### src/rtl/redmule_pkg.sv
// redmule_pkg
// Shared types for the RedMulE Z-buffer scheduler:
//   zbuf_state_e : scheduler state (IDLE, FILL, DRAIN)
//   zbuf_flgs_t  : registered buffer status flags (full, empty)
package redmule_pkg;

    typedef enum logic [1:0] {
        ZBUF_IDLE  = 2'd0,
        ZBUF_FILL  = 2'd1,
        ZBUF_DRAIN = 2'd2
    } zbuf_state_e;

    typedef struct packed {
        logic full;
        logic empty;
    } zbuf_flgs_t;

endpackage

### src/rtl/redmule_row_counter.sv
// redmule_row_counter
// Up-counter that wraps to zero after reaching limit_i-1.
// Ports:
//   clk_i, rst_ni : clock, asynchronous active-low reset
//   clear_i       : synchronous clear (priority over en_i)
//   en_i          : count enable
//   limit_i       : number of rows before wrapping (must be >= 1)
//   cnt_o         : current count (registered)
//   wrap_o        : en_i on the last row, i.e. this edge wraps to zero
module redmule_row_counter #(
    parameter int unsigned WIDTH = 4
) (
    input  logic             clk_i,
    input  logic             rst_ni,
    input  logic             clear_i,
    input  logic             en_i,
    input  logic [WIDTH-1:0] limit_i,
    output logic [WIDTH-1:0] cnt_o,
    output logic             wrap_o
);

    logic [WIDTH-1:0] cnt_r;
    logic             last_s;

    // Detect the last row and the wrap strobe.
    always_comb begin
        last_s = (cnt_r == (limit_i - WIDTH'(1)));
        wrap_o = en_i & last_s;
    end

    // Row count register.
    always_ff @(posedge clk_i or negedge rst_ni) begin
        if (!rst_ni) begin
            cnt_r <= {WIDTH{1'b0}};
        end else if (clear_i) begin
            cnt_r <= {WIDTH{1'b0}};
        end else if (en_i) begin
            if (last_s) begin
                cnt_r <= {WIDTH{1'b0}};
            end else begin
                cnt_r <= cnt_r + WIDTH'(1);
            end
        end
    end

    assign cnt_o = cnt_r;

endmodule

### src/rtl/redmule_zbuf_sched.sv
// redmule_zbuf_sched
// Schedules the RedMulE Z-buffer: counts engine rows into the buffer
// (FILL), then streams the tile out to the store streamer (DRAIN).
// Holds only pointers and flags, no data.
// Ports:
//   clk_i, rst_ni  : clock, asynchronous active-low reset
//   clear_i        : synchronous soft clear, highest priority
//   start_i        : job start pulse (honoured only in IDLE)
//   stop_i         : job end pulse (deferred to end of tile while draining)
//   fill_i         : engine row-ready pulse
//   store_rows_i   : rows to store for this tile (0 means DEPTH)
//   z_ready_i      : streamer ready
//   z_valid_o      : store beat valid (registered)
//   wr_ptr_o       : buffer write row
//   rd_ptr_o       : buffer read row
//   full_o         : buffer full (high throughout DRAIN)
//   empty_o        : one-cycle pulse after the last beat of a tile
//   clk_en_o       : buffer clock enable
//   busy_o         : job active
//   ovf_err_o      : sticky overflow error (fill_i while not filling)
module redmule_zbuf_sched
    import redmule_pkg::*;
#(
    parameter int unsigned DEPTH = 8,
    parameter int unsigned CNT_W = $clog2(DEPTH + 1)
) (
    input  logic             clk_i,
    input  logic             rst_ni,
    input  logic             clear_i,
    input  logic             start_i,
    input  logic             stop_i,
    input  logic             fill_i,
    input  logic [CNT_W-1:0] store_rows_i,
    input  logic             z_ready_i,
    output logic             z_valid_o,
    output logic [CNT_W-1:0] wr_ptr_o,
    output logic [CNT_W-1:0] rd_ptr_o,
    output logic             full_o,
    output logic             empty_o,
    output logic             clk_en_o,
    output logic             busy_o,
    output logic             ovf_err_o
);

    localparam logic [CNT_W-1:0] DEPTH_C = CNT_W'(DEPTH);

    zbuf_state_e      state_r;
    zbuf_flgs_t       flgs_r;
    logic             z_valid_r;
    logic             clk_en_r;
    logic             busy_r;
    logic             ovf_r;
    logic             stop_lat_r;
    logic [CNT_W-1:0] eff_rows_r;

    logic [CNT_W-1:0] wr_ptr_s;
    logic [CNT_W-1:0] rd_ptr_s;
    logic             wr_en_s;
    logic             wr_clr_s;
    logic             wr_wrap_s;
    logic             rd_en_s;
    logic             rd_last_s;
    logic             stop_pend_s;
    logic [CNT_W-1:0] eff_next_s;

    // Counter controls: which fill pulses are accepted, handshakes, tile size.
    always_comb begin
        wr_en_s     = 1'b0;
        wr_clr_s    = clear_i;
        rd_en_s     = (state_r == ZBUF_DRAIN) & z_valid_r & z_ready_i;
        // A stop arriving together with the last beat is treated as latched.
        stop_pend_s = stop_lat_r | stop_i;
        case (state_r)
            ZBUF_FILL: begin
                wr_en_s  = fill_i & ~stop_i;
                wr_clr_s = clear_i | stop_i;
            end
            ZBUF_DRAIN: begin
                // A row landing on the last beat starts the next tile.
                wr_en_s = fill_i & rd_last_s & ~stop_pend_s;
            end
            default: begin
                wr_en_s = 1'b0;
            end
        endcase
        // Out-of-range row counts are clamped to a full tile.
        if ((store_rows_i == {CNT_W{1'b0}}) || (store_rows_i > DEPTH_C)) begin
            eff_next_s = DEPTH_C;
        end else begin
            eff_next_s = store_rows_i;
        end
    end

    redmule_row_counter #(
        .WIDTH (CNT_W)
    ) i_wr_cnt (
        .clk_i   (clk_i),
        .rst_ni  (rst_ni),
        .clear_i (wr_clr_s),
        .en_i    (wr_en_s),
        .limit_i (DEPTH_C),
        .cnt_o   (wr_ptr_s),
        .wrap_o  (wr_wrap_s)
    );

    redmule_row_counter #(
        .WIDTH (CNT_W)
    ) i_rd_cnt (
        .clk_i   (clk_i),
        .rst_ni  (rst_ni),
        .clear_i (clear_i),
        .en_i    (rd_en_s),
        .limit_i (eff_rows_r),
        .cnt_o   (rd_ptr_s),
        .wrap_o  (rd_last_s)
    );

    // Scheduler FSM with registered outputs.
    always_ff @(posedge clk_i or negedge rst_ni) begin
        if (!rst_ni) begin
            state_r    <= ZBUF_IDLE;
            flgs_r     <= '{full: 1'b0, empty: 1'b0};
            z_valid_r  <= 1'b0;
            clk_en_r   <= 1'b0;
            busy_r     <= 1'b0;
            ovf_r      <= 1'b0;
            stop_lat_r <= 1'b0;
            eff_rows_r <= DEPTH_C;
        end else if (clear_i) begin
            state_r    <= ZBUF_IDLE;
            flgs_r     <= '{full: 1'b0, empty: 1'b0};
            z_valid_r  <= 1'b0;
            clk_en_r   <= 1'b0;
            busy_r     <= 1'b0;
            ovf_r      <= 1'b0;
            stop_lat_r <= 1'b0;
        end else begin
            flgs_r.empty <= 1'b0;
            case (state_r)
                ZBUF_IDLE: begin
                    if (start_i) begin
                        state_r  <= ZBUF_FILL;
                        clk_en_r <= 1'b1;
                        busy_r   <= 1'b1;
                        ovf_r    <= 1'b0;
                    end else if (fill_i) begin
                        ovf_r <= 1'b1;
                    end
                end
                ZBUF_FILL: begin
                    if (stop_i) begin
                        state_r  <= ZBUF_IDLE;
                        clk_en_r <= 1'b0;
                        busy_r   <= 1'b0;
                    end else if (wr_wrap_s) begin
                        state_r     <= ZBUF_DRAIN;
                        flgs_r.full <= 1'b1;
                        z_valid_r   <= 1'b1;
                        eff_rows_r  <= eff_next_s;
                    end
                end
                ZBUF_DRAIN: begin
                    if (fill_i && !wr_en_s) begin
                        ovf_r <= 1'b1;
                    end
                    if (stop_i) begin
                        stop_lat_r <= 1'b1;
                    end
                    if (rd_last_s) begin
                        flgs_r.full  <= 1'b0;
                        flgs_r.empty <= 1'b1;
                        z_valid_r    <= 1'b0;
                        stop_lat_r   <= 1'b0;
                        if (stop_pend_s) begin
                            state_r  <= ZBUF_IDLE;
                            clk_en_r <= 1'b0;
                            busy_r   <= 1'b0;
                        end else begin
                            state_r <= ZBUF_FILL;
                        end
                    end
                end
                default: begin
                    state_r   <= ZBUF_IDLE;
                    z_valid_r <= 1'b0;
                    clk_en_r  <= 1'b0;
                    busy_r    <= 1'b0;
                end
            endcase
        end
    end

    assign z_valid_o = z_valid_r;
    assign wr_ptr_o  = wr_ptr_s;
    assign rd_ptr_o  = rd_ptr_s;
    assign full_o    = flgs_r.full;
    assign empty_o   = flgs_r.empty;
    assign clk_en_o  = clk_en_r;
    assign busy_o    = busy_r;
    assign ovf_err_o = ovf_r;

endmodule

### config.mk
export PLATFORM = sky130hd
export DESIGN_NAME = redmule_zbuf_sched
export DESIGN_NICKNAME = d
export VERILOG_FILES = /design/src/rtl/redmule_pkg.sv /design/src/rtl/redmule_row_counter.sv /design/src/rtl/redmule_zbuf_sched.sv
export SDC_FILE = /design/constraint.sdc
export NUM_CORES = 1
export LEC_CHECK = 0
export CAP_MARGIN = 0
export CORE_MARGIN = 2
export CORE_UTILIZATION = 30
export DETAILED_ROUTE_END_ITERATION = 8
export SLEW_MARGIN = 0
export SYNTH_ARGS = -nofsm -noshare
export SYNTH_HDL_FRONTEND = slang
export SYNTH_SLANG_ARGS = --single-unit
### constraint.sdc
create_clock -name clk_i -period 3.1 [get_ports clk_i]
set_input_delay 0.465 -clock clk_i [delete_from_list [all_inputs] [get_ports clk_i]]
set_output_delay 0.465 -clock clk_i [all_outputs]
set_load 0.05 [all_outputs]
Yosys cells after proc, flatten, opt, wreduce, memory -nomap -nowiden. Index checks and enable logic that the tools add are counted. Widths: inputs -> output; s select.

Flip-flop bits (word level): 20. Latch bits: 0. Bits in writable memories: 0. Bits in read-only memories: 0. Bits of input ports: 11. Output and inout port bits: 14. Logic and storage cells: 98. Memories: 0.

Add/subtract/negate cells: 3. $mul: 0. Divide/modulo/power cells: 0. Order comparisons: 1. Equal/unequal tests: 14. Shift operators: 0. Muxes and demuxes: 40. Bitwise operators: 12. Reductions and logical operators: 18.

Operators with widths (number): $mux 4 (7); $mux 1 (20); $reduce_and 4->1 (4); $ne 3x3->1 const B (5); $mux 2 (7); $reduce_bool 3->1 (3); $add 4x1->4 const B (2); $and 1x1->1 (7); $ne 3x2->1 const B (2); $pmux 1 s2 (3); $pmux 1 s3 (2); $pmux 2 s3 (1); $reduce_and 3->1 (2); $reduce_bool 2->1 (3); $eq 4x3->1 const B (1); $eq 4x4->1 (1); $gt 4x4->1 const B (1); $logic_not 4->1 (1); $ne 4x3->1 const B (1); $ne 4x4->1 const B (1); $sub 4x1->4 const B (1); $not 1->1 (3); $eq 2x1->1 const B (1); $eq 2x2->1 const B (1); other kinds (7) (8).

Depth between registers and ports, before layout. Gate-level depths: netlist of run 1.

Word-level depth: 12. Depth in mapped cells: 8. Mapped depth without buffers: 8.

Modules after synthesis. Synthesis of run 1 repeated with hierarchy kept, for this count alone.

Cell total of the unflattened synthesis: 145. Area total of the unflattened synthesis: 1407.6 µm².

By module, submodules not included: redmule_zbuf_sched (times used 1, cells an instance 81, area an instance 772.0 µm², seq. area each 301.5 µm²); redmule_row_counter (times used 2, cells an instance 32, area an instance 317.8 µm², seq. area each 100.1 µm²).

Worst setup path before layout of run 1. Ideal clock, no wire load.

Path kind: register -> register. Start: register i_rd_cnt.cnt_r[2] (netlist: i_rd_cnt.cnt_o[2]). End: register i_wr_cnt.cnt_r[3] (netlist: i_wr_cnt.cnt_o[3]). Setup time: 0.077 ns. Arrival time: 2.322 ns. Required time: 3.023 ns. Setup slack: 0.701 ns. Cell stages (with the launch flop): 7. Buffers on the path: 0. Period minus slack after synthesis: 2.399 ns. Cells stage by stage: dfrtp_1 xor3_1 nor3_4 nand2_2 o31a_1 or4_1 a21oi_1.

Cells in the longest elaborated chain, start to end: 6.

RTL lines: start, declared (line redmule_row_counter.sv:22) `logic [WIDTH-1:0] cnt_r;`; start signal, assigned (line redmule_row_counter.sv:34) `cnt_r <= {WIDTH{1'b0}};`; start signal, assigned (line redmule_row_counter.sv:36) `cnt_r <= {WIDTH{1'b0}};`; start signal, assigned (line redmule_row_counter.sv:39) `cnt_r <= {WIDTH{1'b0}};`; $eq 4x4->1 (line redmule_row_counter.sv:27) `last_s = (cnt_r == (limit_i - WIDTH'(1)));`; $and 1x1->1 (line redmule_row_counter.sv:28) `wrap_o = en_i & last_s;`; $and 1x1->1 (2 in series) (line redmule_zbuf_sched.sv:80) `wr_en_s = fill_i & rd_last_s & ~stop_pend_s;`; $pmux 1 s2 (line redmule_zbuf_sched.sv:73) `case (state_r)`; $reduce_bool 2->1 (no source line); end signal, assigned (line redmule_row_counter.sv:36); end signal, assigned (line redmule_row_counter.sv:39); end signal, assigned (line redmule_row_counter.sv:41) `cnt_r <= cnt_r + WIDTH'(1);`; end, declared (line redmule_row_counter.sv:22).

No other way between the ends. A chain may end at the register's enable or synchronous reset.

Worst setup path after layout of run 1.
Start: register eff_rows_r[0]. End: register state_r[0].

Cells in the longest elaborated chain, start to end: 9. Elaborated cells on any way between the ends: 10. Those cells by class: 1 x add/sub; 3 x eq/ne; 1 x mux; 4 x bitwise; 1 x reduce/logical.

RTL lines: start, declared (line redmule_zbuf_sched.sv:54) `logic [CNT_W-1:0] eff_rows_r;`; start signal, assigned (line redmule_zbuf_sched.sv:159) `eff_rows_r <= eff_next_s;`; $sub 4x1->4 (*) (line redmule_row_counter.sv:27); $eq 4x4->1 (*) (line redmule_row_counter.sv:27); $and 1x1->1 (*) (line redmule_row_counter.sv:28); $and 1x1->1 (2 in series) (line redmule_zbuf_sched.sv:80); $pmux 1 s2 (line redmule_zbuf_sched.sv:73); $and 1x1->1 (line redmule_row_counter.sv:28); $ne 4x3->1 (no source line); $reduce_and 3->1 (no source line) (*); end signal, assigned (line redmule_zbuf_sched.sv:121) `state_r <= ZBUF_IDLE;`; end signal, assigned (line redmule_zbuf_sched.sv:130) `state_r <= ZBUF_IDLE;`; end signal, assigned (line redmule_zbuf_sched.sv:142) `state_r <= ZBUF_FILL;`; end, declared (line redmule_zbuf_sched.sv:47) `zbuf_state_e state_r;`.

Every way passes the cells marked *; elsewhere a longest branch is shown, timed or not.

==> results.json, run 1 <==
{
  "status": "finished clean",
  "required_ns": 3.29,
  "p_leak_nw": 0.674,
  "finalWirelength_mm": 2.80,
  "maxCapViolations": 0,
  "seq_area_frac_synth_pct": 39.7,
  "die_x_um": 68.9,
  "synth_warnings": 0,
  "grtUsageTotal_pct": 13.5,
  "pin_count": 25,
  "area_growth_pct": 27.4,
  "fin_skew_ns": 0.00120,
  "cts_setup_buffers": 0,
  "yosys-top-cells-area": "dfrtp_1, ha_1, a21oi_1, nor2_1, nand2_1",
  "grt_pass1_vias": 1099,
  "synth_nets": 162,
  "period_share_pct": 79.5,
  "antenna_found_initial": 0,
  "finalMaxSlewViolations": 0,
  "period_needed_ns": 2.46,
  "setup_slack_ns": 0.635,
  "tightest_slew_ns": 0.903,
  "r2r_cells": 8,
  "gp_congestion": 0.786,
  "ys_ff_latch": 20,
  "rr_startpoint": "eff_rows_r[0]",
  "port_buffers": 24,
  "wl_per_cell_um": 12.8,
  "reg2reg_setup_slack_ns": 0.64,
  "post_cts_resized": 0,
  "core-area_um2": 4030,
  "netlist_area_um2": 1260,
  "cp.depth": 8,
  "drive_gt1_share_pct": 7.10,
  "grt-ovfl-total": 0,
  "crit_fanout": 8,
  "crit_chain": "inv_1 > ha_1 > xor3_1 > nor3_4 > nand3_2 > a221o_1 > or3_1 > a21oi_1",
  "yosysUniqueCellTypes": 37,
  "clock_tree.htree_level_count": 1,
  "cp_slowest_cell": "dfrtp_1",
  "rsz0062_at_grt": "false",
  "crit_path_start_kind": "register",
  "crit_buf_inv": 1,
  "p_per_area_nw_per_um2": 371,
  "slowest_delay_ns": 0.43,
  "p_total_mw": 0.597,
  "root_buffer": "clkbuf_8",
  "finalNetCount": 188,
  "synthTopCellsByCount": "dfrtp_1, nor2_1, nand2_1",
  "grt_pass1_wl_mm": 4.85,
  "dp_hpwl_mm": 2.14,
  "path_clk_slew_ns": 0.07,
  "first_iter_violations": 28,
  "ir_drop_mv": 0.159,
  "die-area_um2": 4750,
  "initial_core_util_pct": 31.4,
  "yosys.area.top_type": "dfrtp_1",
  "min_path_type": "reg -> reg",
  "arrival_ns": 2.65,
  "ant_nets": 0,
  "r2r-end": "state_r[0]",
  "avgSynthCellArea_um2": 8.78,
  "crit_path_start": "eff_rows_r[0]",
  "slew_headroom_pct": 39.6,
  "rows": 23,
  "drt_first_pass_iters": 4,
  "netlist.area_leader.share_pct": 37.6,
  "final_util_pct": 40.0,
  "vias": 1107,
  "cts_max_path_buffers": 2,
  "cp-endpoint": "state_r[0]",
  "cts_tree": "yes",
  "hold_buffers": 0,
  "antennaDiodeCount": 0,
  "final-hold-violation-count": 0,
  "fmax_ghz": 0.406,
  "cts.sinks": 20,
  "grt_max_degree": 21,
  "cp_top_family": "simple AND/OR/NAND/NOR gates",
  "ys.flop_type": "dfrtp_1",
  "yosysMostFrequentCell": "dfrtp_1",
  "die_h_um": 68.9,
  "viasPerCell": 5.05,
  "cp-end-kind": "register",
  "cts_buffers": 3,
  "drc": 0,
  "synth_edf_count": 0,
  "clk_latency_ns": 0.26,
  "tns_ns": 0,
  "ys_async_sr_fraction_pct": 100,
  "dpl_worst_slack_ns": 0.545,
  "synth_cells": 144,
  "path_class": "reg -> reg",
  "setup_violations": 0
}
[metrics by stage]
| step | hold WS (ns) | cells | area (um2) |
|---|---|---|---|
| after floorplan | 0.169 | 144 | 1260 |
| after global placement | 0.480 | 215 | 1560 |
| after detailed placement | 0.482 | 215 | 1560 |
| after CTS | 0.493 | 219 | 1610 |
| after global routing | 0.525 | 219 | 1610 |
| final | 0.489 | 219 | 1610 |
[cells by family (layout without fill, tap and decap cells)]
kind of cell    count (synthesis)  count (layout)  synth area share [%]
compound gates                 34              34                  16.8
xor+xnor                        5               5                  4.65
fa+ha+maj                       7               7                  6.92
buf+inv                        14              39                  4.45
flops                          20              20                  39.7
mux                             4               4                  3.17
simple gates                   60              60                  24.3
[registers in the layout, indices dropped and copies added, names as in the netlist]
| register | flops |
|---|---|
| eff_rows_r | 4 |
| z_valid_o | 1 |
| i_wr_cnt.cnt_o | 4 |
| i_rd_cnt.cnt_o | 4 |
| full_o | 1 |
| busy_o | 1 |
| empty_o | 1 |
| state_r | 2 |
| stop_lat_r | 1 |
| ovf_err_o | 1 |
[cell usage in the layout, fill, tap and decap left out, types with 2 or more instances in the layout]
cell             netlist  final
a21oi_1               12     12
a31o_2                 2      2
nand2b_1               4      4
mux2i_1                4      4
ha_1                   7      7
nor2b_1                2      2
a2111oi_0              3      3
nand2_1               14     14
nand3_1                7      7
inv_1                 10     10
clkdlybuf4s50_1        0     24
and2_1                 2      2
or3_1                  4      4
nor3_1                 4      4
a31oi_1                2      2
o21ai_0                9      9
nor2_1                15     15
xnor2_1                3      3
clkbuf_8               0      4
dfrtp_1               19     19
[cell type report]
cell class | instances | area (um2)
repair buffers | 25 | 248
flip-flops and latches | 20 | 502
clock buffers | 4 | 55.1
inverters | 10 | 37.5
well taps | 50 | 62.6
fillers | 410 | 2420
multi-input cells | 110 | 707
[power breakdown]
part	switching [mW]	total (mW)	leakage, nW	internal (mW)
Combinational	0.0724	0.121	0.374	0.0487
Sequential	0.00886	0.277	0.272	0.268
Clock	0.0859	0.199	0.0288	0.113
[layer usage]
metal / GRT usage [%] / vias up / share of wire [%]
li1: - / 559 / -
met3: 1.95 / 4 / 4.4
met2: 21.5 / 24 / 47
met1: 18.1 / 520 / 48
met4: 5.88 / 0 / 1.2
met5: 0 / - / 0
[tightest hold or removal path, stage by stage (launching register included)]
cell,delay (ns)
dfstp_2,0.38
nand2_1,0.04
o21ai_0,0.07
[how the worst min path moves through the flow]
stage / from / to / slack (ns) / cells past startpoint
5_1_grt: eff_rows_r[3] / eff_rows_r[3] / 0.53 / 2
4_1_cts: eff_rows_r[3] / eff_rows_r[3] / 0.49 / 2
6_report: eff_rows_r[3] / eff_rows_r[3] / 0.49 / 2
3_3_place_gp: eff_rows_r[3] / eff_rows_r[3] / 0.48 / 2
2_1_floorplan: rst_ni / busy_o / 0.17 / 0
3_5_place_dp: eff_rows_r[3] / eff_rows_r[3] / 0.48 / 2
Note: power is estimated with default switching activity, not from simulation.
==> run 2: changes to the inputs <==
clock period = 2.01 ns   (was 3.1 ns; I/O delays follow)
==> run 2 against run 1 <==
The flow now finishes with violations (negative setup slack). Sequential power is 52% higher. Count of clock-buffer cells in the layout is 1 lower. Combinational power is 100% higher. Worst setup slack worse by 0.75 ns. Wire length is 23% higher. Via count is 14% higher. Total power is 80% higher. First-iteration DRC count is 120% higher. Utilization is 9.8 points higher. Clock skew is 0.0026 ns higher. Critical path depth stayed put. Cell count is 16% higher. Critical endpoint unchanged. Largest cell class unchanged.
==> results.json, run 2 (synthesized netlist as in run 1, its figures left out) <==
{
  "status": "complete, but fails checks",
  "violations": "negative setup slack",
  "pin_count": 25,
  "rows": 23,
  "die-area_um2": 4750,
  "wl_per_cell_um": 13.6,
  "rr_startpoint": "eff_rows_r[0]",
  "grt_pass1_wl_mm": 5.50,
  "p_total_mw": 1.08,
  "rsz0062_at_grt": "true",
  "core-area_um2": 4030,
  "final-hold-violation-count": 0,
  "cts.sinks": 20,
  "crit_chain": "inv_2 > ha_4 > xnor2_4 > nor3_4 > nand3_4 > a221o_1 > or3_1 > a21oi_2",
  "finalWirelength_mm": 3.44,
  "ir_drop_mv": 0.267,
  "period_needed_ns": 2.13,
  "crit_fanout": 5,
  "cp_slowest_cell": "dfrtp_1",
  "p_per_area_nw_per_um2": 536,
  "initial_core_util_pct": 31.4,
  "grt_max_degree": 21,
  "required_ns": 2.21,
  "final_common_cell": "buf_4",
  "finalNetCount": 222,
  "p_leak_nw": 0.873,
  "tightest_slew_ns": 0.547,
  "drive_gt1_share_pct": 30.5,
  "grt-ovfl-total": 0,
  "min_path_type": "in -> async",
  "dp_hpwl_mm": 2.49,
  "setup_violations": 4,
  "antennaDiodeCount": 0,
  "grtUsageTotal_pct": 15.7,
  "fin_hold_ws_ns": 0.383,
  "slowest_delay_ns": 0.39,
  "clk_latency_ns": 0.27,
  "placedInstanceArea_um2": 1800,
  "dpl_worst_slack_ns": -0.156,
  "arrival_ns": 2.33,
  "path_clk_slew_ns": 0.08,
  "cts_buffers": 3,
  "final_area_um2": 2010,
  "maxCapViolations": 0,
  "antenna_found_initial": 0,
  "period_share_pct": 106,
  "viasPerCell": 5.00,
  "gp_congestion": 0.850,
  "finalMaxSlewViolations": 0,
  "die_h_um": 68.9,
  "fmax_ghz": 0.470,
  "r2r_cells": 8,
  "root_buffer": "clkbuf_8",
  "drc": 0,
  "r2r-end": "state_r[0]",
  "die_x_um": 68.9,
  "reg2reg_setup_slack_ns": -0.12,
  "grt_pass1_vias": 1271,
  "port_buffers": 24,
  "ant_nets": 0,
  "drt_first_pass_iters": 4,
  "setup_slack_ns": -0.119,
  "cp-end-kind": "register",
  "fin_skew_ns": 0.00383,
  "crit_path_start_kind": "register",
  "final_util_pct": 49.8,
  "path_class": "reg -> reg",
  "clock_tree.htree_level_count": 1,
  "area_growth_pct": 58.7,
  "cts_max_path_buffers": 2,
  "first_iter_violations": 62,
  "slew_headroom_pct": 62.6,
  "cts_tree": "yes",
  "final_cell_mix": "buf_4, clkdlybuf4s50_1, dfrtp_1",
  "vias": 1266
}
-- run 2: cell count changes in the layout (fill, tap and decap cells not counted), moves of 3 or more --
cell,change
buf_4,+32
dfrtp_2,+3
a21oi_2,+3
dfrtp_1,-3
a21oi_1,-3
-- run 2: metal layers --
layer / wire (um) / global-route usage (%) / up-vias
met2: 1710 / 27.6 / 21
met4: 59 / 6.62 / 0
met5: 0 / 0 / -
met3: 109 / 2.44 / 5
met1: 1560 / 19.0 / 616
li1: - / - / 624
-- run 2: critical path, delay by kind of cell (launching register included) --
family,cells,cell delay (ns)
XOR/XNOR,1,0.13
AO/OA/AOI/OAI,2,0.52
buffers and inverters,1,0.08
adder cells (fa/ha/maj),1,0.21
flip-flops,1,0.39
AND/OR/NAND/NOR,3,0.72
-- run 2: cell type report --
| type | instances | area [um2] |
|---|---|---|
| Clock buffer | 3 | 41.3 |
| Clock inverter | 1 | 30.0 |
| Fill cell | 381 | 2020 |
| Inverter | 10 | 37.5 |
| Multi-Input combinational cell | 110 | 820 |
| Sequential cell | 20 | 505 |
| Tap cell | 50 | 62.6 |
| Timing Repair Buffer | 59 | 510 |
-- run 2: per-stage QoR --
step	instances	TNS [ns]
3_5_place_dp	244	-0.686
5_1_grt	253	-1.08
2_1_floorplan	144	-0.608
3_3_place_gp	244	-0.451
6_report	253	-0.343
4_1_cts	252	-0.231
-- run 2: timing repair --
action,in CTS,in global routing
hold buffers,0,0
setup endpoints to repair,6,8
gates resized for setup,7,11
setup buffers,4,1
pin swaps,3,4
-- run 2: report_power, final --
part	leakage (nW)	total, mW	internal [mW]	switching, mW
Combinational	0.570	0.243	0.108	0.135
Clock	0.0357	0.411	0.266	0.145
Sequential	0.267	0.422	0.413	0.00821
-- run 2: worst max path at each step --
stage                       from                 to  slack [ns]  cells past startpoint
2_1_floorplan  i_rd_cnt.cnt_o[2]         state_r[0]       -0.18                      6
3_3_place_gp              fill_i  i_wr_cnt.cnt_o[3]       -0.14                      8
4_1_cts            eff_rows_r[0]         state_r[0]        -0.1                      8
6_report           eff_rows_r[0]         state_r[0]       -0.12                      8
5_1_grt            eff_rows_r[1]         state_r[0]       -0.24                      8
3_5_place_dp       eff_rows_r[1]         state_r[0]       -0.16                      8
==> run 3: changes to the inputs <==
CORE_ASPECT_RATIO = 1.1   (was unset)
CORE_UTILIZATION = 46   (was 30)
PLACE_DENSITY = 0.75   (was unset)
==> run 3 against run 2 <==
First-iteration DRC count fell by 37%. Die area fell by 33%. Critical path depth rose by 1. The flow still finishes with violations (negative setup slack). Clock power fell by 42%. Critical endpoint is now i_wr_cnt.cnt_o[3]. Highest routed layer unchanged. Total power fell by 15%. Cell area fell by 0.75%. Flip-flop and latch count did not move. Maximum frequency fell by 1.6%. Critical path type unchanged. Cell count fell by 8.3%. Register-to-register slack got worse by 0.03 ns.
==> results.json, run 3 (synthesized netlist as in run 1, its figures left out) <==
{
  "tns_ns": -0.530,
  "die-area_um2": 3190,
  "dp_hpwl_mm": 2.52,
  "period_share_pct": 108,
  "required_ns": 2.25,
  "arrival_ns": 2.40,
  "violations": "negative setup slack",
  "viasPerCell": 5.71,
  "setup_violations": 8,
  "tightest_slew_ns": 0.522,
  "first_iter_violations": 39,
  "period_needed_ns": 2.16,
  "status": "complete, but fails checks",
  "root_buffer": "clkbuf_4",
  "initial_core_util_pct": 49.3,
  "grt-ovfl-total": 0,
  "min_path_type": "in -> async",
  "grt_pass1_wl_mm": 5.55,
  "fillers": 170,
  "final_util_pct": 77.6,
  "core-area_um2": 2570,
  "final_cell_mix": "buf_4, clkdlybuf4s50_1, dfrtp_1",
  "crit_path_start_kind": "register",
  "p_total_mw": 0.915,
  "ant_nets": 0,
  "multi_input_area_um2": 871,
  "register_area_um2": 505,
  "crit_fanout": 3,
  "grt_pass1_vias": 1326,
  "finalMaxSlewViolations": 0,
  "cts.sinks": 20,
  "gp_congestion": 0.863,
  "grtUsageTotal_pct": 23.9,
  "ir_drop_mv": 0.393,
  "grt_max_degree": 15,
  "p_leak_nw": 0.929,
  "rsz0062_at_grt": "true",
  "die_x_um": 54,
  "cts_max_path_buffers": 2,
  "path_clk_slew_ns": 0.12,
  "fin_skew_ns": 0.00408,
  "wl_per_cell_um": 15.5,
  "maxCapViolations": 0,
  "final-hold-violation-count": 0,
  "clk_latency_ns": 0.30,
  "antennaDiodeCount": 0,
  "cts_tree": "yes",
  "drc": 0,
  "fmax_ghz": 0.462,
  "cts_buffers": 3,
  "drt_first_pass_iters": 4,
  "cp-end-kind": "register",
  "finalWirelength_mm": 3.59,
  "die_h_um": 59,
  "final_common_cell": "buf_4",
  "pin_count": 25,
  "port_buffers": 24,
  "dpl_worst_slack_ns": -0.208,
  "setup_slack_ns": -0.154,
  "finalNetCount": 220,
  "vias": 1324,
  "r2r_cells": 9,
  "hold_buffers": 0,
  "path_class": "reg -> reg",
  "p_per_area_nw_per_um2": 459,
  "antenna_found_initial": 0,
  "area_growth_pct": 57.5,
  "drive_gt1_share_pct": 30.8,
  "slew_headroom_pct": 65.1,
  "clock_tree.htree_level_count": 1,
  "rows": 19
}
-- run 3: cell types whose count changed in the layout (fill, tap and decap cells not counted), sizes merged --
cell | before | now
clkdlybuf4s50 | 24 | 21
bufinv | 1 | 0
buf | 35 | 33
clkbuf | 3 | 4
dlymetal6s2s | 0 | 3
-- run 3: area by class of cell --
| class | instances | area share, % |
|---|---|---|
| Multi-Input combinational cell | 110 | 43.7 |
| Sequential cell | 20 | 25.4 |
| Timing Repair Buffer | 57 | 25.3 |
| Tap cell | 31 | 1.95 |
| Inverter | 10 | 1.88 |
| Clock buffer | 4 | 1.82 |
-- run 3: metrics by stage --
stage	cell area, um2	hold WS [ns]	cells
after detailed placement	1760	0.504	222
after global placement	1760	0.493	222
after floorplan	1290	0.00591	144
after CTS	1920	0.297	232
final	1990	0.285	232
after global routing	1990	0.290	232
-- run 3: what timing repair did --
item | 4_1_cts | 5_1_grt
buffers inserted | 6 | 1
pin swaps | 9 | 9
gates resized for setup | 15 | 13
endpoints found under the setup margin | 8 | 11
-- run 3: path summary, 6_finish.rpt --
path                          startpoint           endpoint  slack [ns]
min reg2reg                eff_rows_r[3]      eff_rows_r[3]        0.54
max in group asynchronous         rst_ni  i_wr_cnt.cnt_o[1]        1.19
min                               rst_ni  i_rd_cnt.cnt_o[3]        0.29
max reg2reg                eff_rows_r[1]  i_wr_cnt.cnt_o[3]       -0.15
min in group clk_i         eff_rows_r[3]      eff_rows_r[3]        0.54
max                        eff_rows_r[1]  i_wr_cnt.cnt_o[3]       -0.15
-- run 3: critical path, stage by stage (launching register included) --
cell,delay [ns]
dfrtp_1,0.42
inv_2,0.08
ha_4,0.21
xnor2_4,0.13
nor3_4,0.24
buf_4,0.17
nand2_4,0.04
o31a_1,0.27
or4_1,0.40
a21oi_1,0.14
-- run 3: power by group --
| part | internal, mW | total [mW] | switching (mW) |
|---|---|---|---|
| registers | 0.414 | 0.424 | 0.0101 |
| logic | 0.113 | 0.252 | 0.139 |
| clock network | 0.111 | 0.239 | 0.129 |
-- run 3: metal layers --
layer  share of wire [%]  up-vias  track usage [%]
li1                    -      620                -
met1                  39      641             26.9
met2                  54       53             42.5
met3                 4.8       10             5.05
met4                 1.9        0             10.4
met5                   0        -                0
